File: src/rtl/stream_xbar_pkg.sv
// Shared types and width helpers for the stream crossbar arbitration logic.
package stream_xbar_pkg;

    typedef enum logic {
        IDLE   = 1'b0,
        LOCKED = 1'b1
    } arb_state_t;

    // max(1, clog2(n)): keeps index/dest fields at least one bit wide.
    function automatic int clog2_min1(input int n);
        return (n <= 2) ? 1 : $clog2(n);
    endfunction

endpackage

File: src/rtl/stream_rr_picker.sv
// Combinational round-robin pick: first set request at or above ptr, wrapping N-1 -> 0.
module stream_rr_picker #(
    parameter int N = 2,
    parameter int W = 1
) (
    input  logic [N-1:0] req,
    input  logic [W-1:0] ptr,
    output logic [W-1:0] idx,
    output logic         found
);

    always_comb begin
        idx   = '0;
        found = 1'b0;
        for (int k = 0; k < N; k++) begin
            if (!found && req[(int'(ptr) + k) % N]) begin
                found = 1'b1;
                idx   = W'((int'(ptr) + k) % N);
            end
        end
    end

endmodule

File: src/rtl/stream_port_arbiter.sv
// Packet-level round-robin owner selection for one crossbar output port.
// Optional stall timeout with forced release: define STREAM_ARB_TIMEOUT_EN.
module stream_port_arbiter
    import stream_xbar_pkg::*;
#(
    parameter  int S_DATA_COUNT   = 2,
    parameter  int M_DATA_COUNT   = 3,
    parameter  int PORT_IDX       = 0,
    parameter  int TIMEOUT_CYCLES = 256,
    localparam int T_ID___WIDTH   = clog2_min1(S_DATA_COUNT),
    localparam int T_DEST_WIDTH   = clog2_min1(M_DATA_COUNT)
) (
    input  logic                    clk_i,
    input  logic                    rst_i,
    input  logic [T_DEST_WIDTH-1:0] s_dest_i [S_DATA_COUNT],
    input  logic [S_DATA_COUNT-1:0] s_valid_i,
    input  logic [S_DATA_COUNT-1:0] s_last_i,
    input  logic                    m_ready_i,
    output logic [T_ID___WIDTH-1:0] grant_o,
    output logic                    grant_valid_o,
    output logic                    timeout_o
);

    arb_state_t              state_q, state_d;
    logic [T_ID___WIDTH-1:0] grant_q, grant_d;
    logic [T_ID___WIDTH-1:0] ptr_q, ptr_d, ptr_adv, pick_ptr, pick_idx;
    logic                    gvalid_q, gvalid_d;
    logic [S_DATA_COUNT-1:0] req, owner_mask, cand;
    logic                    pick_found, beat, last_beat, force_rel, rel;

    always_comb begin
        for (int i = 0; i < S_DATA_COUNT; i++) begin
            req[i]        = s_valid_i[i] && (s_dest_i[i] == T_DEST_WIDTH'(PORT_IDX));
            owner_mask[i] = (grant_q == T_ID___WIDTH'(i));
        end
    end

    // A beat moves on the owner's stream when its valid and the port's ready
    // are both high in the same cycle; the packet ends on a beat with last set.
    assign beat      = s_valid_i[grant_q] && m_ready_i;
    assign last_beat = beat && s_last_i[grant_q];
    assign rel       = (state_q == LOCKED) && (last_beat || force_rel);
    assign ptr_adv   = (int'(grant_q) == S_DATA_COUNT - 1) ? '0 : grant_q + 1'b1;

    // On release the old owner sits out this pick and the search starts past it.
    assign cand     = rel ? (req & ~owner_mask) : req;
    assign pick_ptr = rel ? ptr_adv : ptr_q;

    stream_rr_picker #(
        .N (S_DATA_COUNT),
        .W (T_ID___WIDTH)
    ) u_picker (
        .req   (cand),
        .ptr   (pick_ptr),
        .idx   (pick_idx),
        .found (pick_found)
    );

    always_comb begin
        state_d  = state_q;
        grant_d  = grant_q;
        gvalid_d = gvalid_q;
        ptr_d    = ptr_q;
        case (state_q)
            IDLE: begin
                if (pick_found) begin
                    grant_d  = pick_idx;
                    gvalid_d = 1'b1;
                    state_d  = LOCKED;
                end
            end
            LOCKED: begin
                if (rel) begin
                    ptr_d = ptr_adv;
                    if (pick_found) begin
                        grant_d = pick_idx;
                    end else begin
                        gvalid_d = 1'b0;
                        state_d  = IDLE;
                    end
                end
            end
            default: state_d = IDLE;
        endcase
    end

    always_ff @(posedge clk_i) begin
        if (rst_i) begin
            state_q  <= IDLE;
            grant_q  <= '0;
            gvalid_q <= 1'b0;
            ptr_q    <= '0;
        end else begin
            state_q  <= state_d;
            grant_q  <= grant_d;
            gvalid_q <= gvalid_d;
            ptr_q    <= ptr_d;
        end
    end

`ifdef STREAM_ARB_TIMEOUT_EN
    localparam int CNT_W = $clog2(TIMEOUT_CYCLES) + 1;

    logic [CNT_W-1:0] stall_cnt_q;
    logic             timeout_q;

    assign force_rel = (state_q == LOCKED) && !beat &&
                       (stall_cnt_q == CNT_W'(TIMEOUT_CYCLES - 1));

    always_ff @(posedge clk_i) begin
        if (rst_i) begin
            stall_cnt_q <= '0;
            timeout_q   <= 1'b0;
        end else begin
            if ((state_q == LOCKED) && !beat && !force_rel) begin
                stall_cnt_q <= stall_cnt_q + 1'b1;
            end else begin
                stall_cnt_q <= '0;
            end
            timeout_q <= force_rel;
        end
    end

    assign timeout_o = timeout_q;
`else
    assign force_rel = 1'b0;
    assign timeout_o = 1'b0;
`endif

    assign grant_o       = grant_q;
    assign grant_valid_o = gvalid_q;

endmodule

File: config.mk
export PLATFORM = sky130hd
export DESIGN_NAME = stream_port_arbiter
export DESIGN_NICKNAME = d
export VERILOG_FILES = /design/src/rtl/stream_xbar_pkg.sv /design/src/rtl/stream_rr_picker.sv /design/src/rtl/stream_port_arbiter.sv
export SDC_FILE = /design/constraint.sdc
export NUM_CORES = 1
export LEC_CHECK = 0
export ABC_AREA = 1
export CAP_MARGIN = 0
export CELL_PAD_IN_SITES_DETAIL_PLACEMENT = 2
export CELL_PAD_IN_SITES_GLOBAL_PLACEMENT = 2
export CORE_MARGIN = 4
export CORE_UTILIZATION = 16
export DETAILED_ROUTE_END_ITERATION = 6
export PLACE_DENSITY_LB_ADDON = 0.1
export SYNTH_ARGS = -nofsm -noshare
export SYNTH_HDL_FRONTEND = slang
export SYNTH_HIERARCHICAL = 1
export SYNTH_SLANG_ARGS = --single-unit
File: constraint.sdc
create_clock -name clk_i -period 1.8 [get_ports clk_i]
set_clock_uncertainty 0.2 [all_clocks]
set_input_delay 0.27 -clock clk_i [delete_from_list [all_inputs] [get_ports clk_i]]
set_output_delay 0.27 -clock clk_i [all_outputs]
set_load 0.01 [all_outputs]
# ---- After elaboration in Yosys (flattened, before gate mapping)
# Cells that the tools add are included.
dict set report classes {
  eq_ne 3
  reduce_logical 10
  n_mux 26
  n_addsub 2
  bitwise 5
  magnitude_cmp 3
}
# operator n
set op_table {}
lappend op_table {{$mux W1} 22}
lappend op_table {{$logic_and A1 B1 Y1} 6}
lappend op_table {{$pmux W1 S2} 3}
lappend op_table {{$logic_not A2 Y1} 2}
lappend op_table {{$lt A1 B2 Y1 const B} 2}
lappend op_table {{$ne A2 B2 Y1 const B} 2}
lappend op_table {{$lt A2 B3 Y1 const B} 1}
lappend op_table {{$reduce_and A3 Y1} 1}
lappend op_table {{$add A1 B1 Y1 const B} 2}
lappend op_table {{$and A2 B2 Y2} 1}
lappend op_table {{$mux W2} 1}
lappend op_table {{$ne A2 B1 Y1 const B} 1}
lappend op_table {{$not A1 Y1} 2}
lappend op_table {{$not A2 Y2} 1}
lappend op_table {{$and A1 B1 Y1 const A} 1}
lappend op_table {{$logic_not A1 Y1} 1}
dict set report totals {
  elab_cells 53
  out_inout_bits 3
  reg_bits 4
}

# ---- Longest topological paths before layout
# Gate-level depths: netlist of run 1.
dict set report logic_depth {
  ltp_word 16
  mapped_depth 13
  depth_no_buf 13
}

# ---- Cells and area by module
# Netlist of run 1, hierarchy kept.
# module area_per_inst_um2 cells_per_inst n_inst
set modules_own_cells {}
lappend modules_own_cells {stream_port_arbiter 241.5 37 1}
lappend modules_own_cells {stream_rr_picker 18.8 4 1}

# ---- Worst setup path after synthesis of run 1
# Ideal clock, no wire load.
dict set report synth_path {
  path_type {reg-to-reg}
  from {reg grant_q, in the netlist grant_o}
  to {reg gvalid_q, in the netlist grant_valid_o}
  period_less_slack_ns 1.711
  required_time_ns 1.485
  stages_incl_launch_ff 13
  setup_slack_ns 0.089
  arrival_ns 1.396
  cell_sequence {dfxtp_1 > nand3_1 > nand2_2 > nand3_2 > inv_2 > a21oi_1 > or2_1 > inv_1 > nor2_1 > nor2_1 > nor2_1 > o21ai_0 > inv_1}
}
dict set report synth_via {
  elab_chain_cells 14
}
# item line_no
set synth_lines {}
lappend synth_lines {{from (decl)} stream_port_arbiter.sv:25} ;# logic [T_ID___WIDTH-1:0] grant_q, grant_d;
lappend synth_lines {{from (signal assigned)} stream_port_arbiter.sv:95} ;# grant_q <= grant_d;
lappend synth_lines {{$mux W1 (not written as such) (2 in series)} stream_port_arbiter.sv:40} ;# assign beat = s_valid_i[grant_q] && m_ready_i;
lappend synth_lines {{$logic_and A1 B1 Y1} stream_port_arbiter.sv:40}
lappend synth_lines {{$logic_and A1 B1 Y1} stream_port_arbiter.sv:41} ;# assign last_beat = beat && s_last_i[grant_q];
lappend synth_lines {{$logic_and A1 B1 Y1} stream_port_arbiter.sv:42} ;# assign rel = (state_q == LOCKED) && (last_beat || force_rel);
lappend synth_lines {{$mux W2 (*)} stream_port_arbiter.sv:46} ;# assign cand = rel ? (req & ~owner_mask) : req;
lappend synth_lines {{via cand[0]} stream_port_arbiter.sv:28} ;# logic [S_DATA_COUNT-1:0] req, owner_mask, cand;
lappend synth_lines {{$mux W1 (not written as such) (2 in series)} stream_rr_picker.sv:16} ;# if (!found && req[(int'(ptr) + k) % N]) begin
lappend synth_lines {{$mux W1} stream_rr_picker.sv:16}
lappend synth_lines {{$logic_not A1 Y1} stream_rr_picker.sv:16}
lappend synth_lines {{$logic_and A1 B1 Y1} stream_rr_picker.sv:16}
lappend synth_lines {{$mux W1 (*)} stream_rr_picker.sv:16}
lappend synth_lines {{via pick_found} stream_port_arbiter.sv:29} ;# logic pick_found, beat, last_beat, force_rel, rel;
lappend synth_lines {{$ne A2 B2 Y1 (no line)} --}
lappend synth_lines {{$reduce_and A3 Y1 (no line) (*)} --}
lappend synth_lines {{to (signal assigned)} stream_port_arbiter.sv:96} ;# gvalid_q <= gvalid_d;
lappend synth_lines {{to (decl)} stream_port_arbiter.sv:27} ;# logic gvalid_q, gvalid_d;
# Mark *: on every way through the listed nets, which the timed path passes. The rest lies on a longest branch. The select of a mux whose other input is x is not followed.
# A chain may end at the register's enable or synchronous reset.

# ---- Final worst setup path of run 1
dict set report layout_path {
  from {reg grant_q, in the netlist grant_o}
  to {reg grant_q, in the netlist grant_o}
}
dict set report layout_via {
  elab_chain_cells 15
}
# item line_no
set layout_lines {}
lappend layout_lines {{$mux W1 (not written as such) (2 in series)} stream_port_arbiter.sv:40}
lappend layout_lines {{$logic_and A1 B1 Y1} stream_port_arbiter.sv:40}
lappend layout_lines {{$logic_and A1 B1 Y1} stream_port_arbiter.sv:41}
lappend layout_lines {{$logic_and A1 B1 Y1} stream_port_arbiter.sv:42}
lappend layout_lines {{$mux W1 (*)} --}
lappend layout_lines {{via pick_ptr} stream_port_arbiter.sv:26} ;# logic [T_ID___WIDTH-1:0] ptr_q, ptr_d, ptr_adv, pick_ptr, pick_idx;
lappend layout_lines {{$add A1 B1 Y1 or $mux W1 (tied branches)} {stream_rr_picker.sv:16, stream_rr_picker.sv:18}}
lappend layout_lines {{$mux W1 (not written as such) (2 in series)} stream_rr_picker.sv:16}
lappend layout_lines {{$mux W1 (not written as such) or $logic_not A1 Y1 (tied branches)} stream_rr_picker.sv:16}
lappend layout_lines {{$logic_and A1 B1 Y1} stream_rr_picker.sv:16}
lappend layout_lines {{$mux W1 (*)} stream_rr_picker.sv:16}
lappend layout_lines {{via pick_idx} stream_port_arbiter.sv:26}
lappend layout_lines {{$mux W1 (*)} {stream_port_arbiter.sv:66, stream_port_arbiter.sv:75}}
lappend layout_lines {{$mux W1} stream_port_arbiter.sv:73} ;# if (rel) begin
lappend layout_lines {{$pmux W1 S2 (*)} stream_port_arbiter.sv:64} ;# case (state_q)
# Marks and branches as above.

==> results of run 1 <==
-- how the worst max path moves through the flow --
stage,depth (start not counted),slack (ps),to,start
4_1_cts,13,-20,grant_valid_o,grant_o
2_1_floorplan,12,90,grant_valid_o,grant_o
6_report,14,50,grant_o,grant_o
3_5_place_dp,13,-400,grant_valid_o,s_valid_i[1]
5_1_grt,13,-50,grant_valid_o,grant_o
3_3_place_gp,13,-330,grant_valid_o,s_valid_i[1]
-- synth_stat cells --
cell	instances	area (um2)
conb_1	1	3.75
inv_1	6	22.5
inv_2	2	7.51
or2_1	1	6.26
dfxtp_1	4	80.1
buf_4	1	7.51
nand3_2	2	20.0
nand3_1	2	10.0
nand2_2	3	18.8
a21oi_2	1	8.76
a21oi_1	5	25.0
nand2_1	6	22.5
o21ai_0	1	5.00
nor2_1	6	22.5
-- layout by cell type, fill, tap and decap left out --
| cell type | synthesis | routed |
|---|---|---|
| a21oi_1 | 5 | 2 |
| nand2_2 | 3 | 4 |
| inv_4 | 0 | 2 |
| conb_1 | 1 | 1 |
| nand3_2 | 2 | 2 |
| nand2_4 | 0 | 2 |
| or2_4 | 0 | 1 |
| buf_6 | 0 | 1 |
| buf_4 | 1 | 16 |
| a21oi_4 | 0 | 1 |
| a21oi_2 | 1 | 3 |
| inv_2 | 2 | 1 |
| dlygate4sd2_1 | 0 | 4 |
| clkbuf_4 | 0 | 3 |
| nand2_1 | 6 | 3 |
| nand3_4 | 0 | 2 |
| dfxtp_1 | 4 | 3 |
| o21ai_1 | 0 | 1 |
| nor2_2 | 0 | 3 |
| clkdlybuf4s50_1 | 0 | 7 |
| dfxtp_4 | 0 | 1 |
| dlymetal6s2s_1 | 0 | 1 |
| nor2_1 | 6 | 3 |
| inv_1 | 6 | 5 |
-- per-layer routing --
layer / global-route usage / vias to the layer above / routed length [um]
met5: 0 / - / 0
met4: 0.0553 / 0 / 0
met3: 0.0368 / 0 / 73
met2: 0.213 / 14 / 663
met1: 0.123 / 188 / 505
li1: - / 187 / -
-- power by group --
group | internal (mW) | leakage, nW | total [mW] | switching, mW
Clock | 0.0746 | 0.0138 | 0.111 | 0.0366
Combinational | 0.0630 | 0.242 | 0.111 | 0.0477
Sequential | 0.0949 | 0.0335 | 0.103 | 0.00839
-- final cells by class --
class                      instances  area (um2)  area share
inverter                           8        35.0      0.0561
timing repair buffer              29         249       0.399
clock buffer                       3        22.5      0.0361
sequential                         4        83.8       0.134
tap                               16        20.0      0.0321
multi-input combinational         28         214       0.343
-- timing repair --
item | CTS | global route
buffers inserted | 9 | 2
gates resized for setup | 10 | 19
pin swaps | 5 | 7
endpoints found under the setup margin | 2 | 3
-- critical path: cells and delay by family, from the launching register on --
| kind | cells | cell delay [ps] |
|---|---|---|
| and+or+nand+nor | 8 | 570 |
| buffers and inverters | 5 | 450 |
| DFF | 1 | 360 |
| AOI/OAI and AO/OA | 1 | 60 |
-- flip-flops by register name, summed over array words and instances, names as in the netlist --
register / cells
state_q: 1
grant_valid_o: 1
grant_o: 1
ptr_q: 1
-- through the flow --
step / setup WS (ps) / total power [mW] / TNS, ps / utilization
3_5_place_dp: -399 / 0.178 / -925 / 0.292
4_1_cts: -18.0 / 0.308 / -18.0 / 0.359
6_report: 50.5 / 0.325 / 0 / 0.410
5_1_grt: -54.2 / 0.349 / -101 / 0.410
2_1_floorplan: 88.7 / 0.130 / 0 / -
3_3_place_gp: -326 / 0.174 / -707 / 0.292
-- logic make-up after synthesis --
| family | after synthesis | synth area share |
|---|---|---|
| buffers and inverters | 9 | 0.144 |
| flip-flops | 4 | 0.308 |
| other | 1 | 0.0144 |
| AND/OR/NAND/NOR | 20 | 0.385 |
| AO/OA/AOI/OAI | 7 | 0.149 |
==> run summary, run 1 <==
drt via density: 4.42
Post-Synthesis Mean Instance Area: 6.35 um2
Pwr per Cell Area: 521 nW/um2
RSZ-0062 raised after global routing: true
Layout Cells excl Fill: 88
Max Buffers Root-to-Sink: 2
register area share after synthesis: 0.308
Crit path arrival time: 1670 ps
Core ar.: 1520 um2
Post-Syn Nets: 52
Crit Path Category: reg2reg
All-Layer GR Usage: 0.119
Clock Pin Slew Worst Setup and Hold Paths: 40 ps
Hold Path Stages: 4
share of layout cells above drive strength 1: 0.583
Nets: 85
area post-placement: 445 um2
first-pass GRT wire length: 2.13 mm
Post-route DRC: 0
area grow syn2layout: 140%
FF-to-FF setup slack: 50 ps
Slew Viols, Final: 0
# setup viols final: 0
FF+latch count, synth: 4
wire length per cell: 14.1 um
crit path launch type: flop
HP Class: in2reg
r2r endpoint: grant_o
Peak supply drop: 0.204 mV
status: complete, no violations
gate count of the mapped netlist: 41
initial antenna violation count: 0
Worst Reg-to-Reg Cells: 14
die footprint: 2340 um2
post-route design area: 624 um2
r2r startpoint: grant_o
crit path time final: 1750 ps
via count: 389
effective utilization at floorplan: 0.171
total CTS buffers: 3
Netlist cell types: 14
crit-path max FO: 5
antenna diode count: 0
hold_buf cts: 0
WP data required: 1720 ps
H-tree Lvls: 1
cell area after synthesis: 260 um2
iteration count of the initial detailed-routing pass: 4
Worst setup EP type: flop
drt initial violations: 2
Clk Latency, worst-skew pair: 230 ps
PortBufs: 12
Top cell by count, worst path: nand2_2
Post-Route WL: 1.24 mm
Final GP Congestion: 0.695
leakage: 0.289 nW
hpwl dp: 857 um
Worst Hold Launch: m_ready_i
largest net degree at the start of global routing: 6
final period utilization: 0.972
total grt overflow: 0
critical-path cell list: inv_4 > nand3_4 > nand2_4 > nand3_4 > buf_4 > buf_4 > nand2_2 > nand2_2 > inv_1 > a21oi_1 > inv_1 > nand3_2 > nand2_2 > nor2_2
Placed Instances: 75
IO Count: 14
Yosys warnings: 6
Fill cells: 182
CTS tree: done
Hold Crit Endpoint: state_q
Root Buffer: clkbuf_4
CP max stage cell: dfxtp_4
Antenna Nets Post-Route: 0
row count: 14
Hold Fails Final Rpt: 0
Max stage delay on crit path: 360 ps
final hold slack: 305 ps
vias in the first global route: 465
Die Width: 48.3 um
Sink Count: 4
Max Cap Viol: 0
Die Y-Extent: 48.3 um
fmax: 0.572 GHz
Power figures use the tool's default switching activity.
==> run 2: changes to the inputs <==
Settings changed: CTS_CLUSTER_DIAMETER from default to 200, GPL_TIMING_DRIVEN from default to 1.
==> results of run 2 <==
Same layout as run 1: the final DEF is identical, and so are final timing and power.
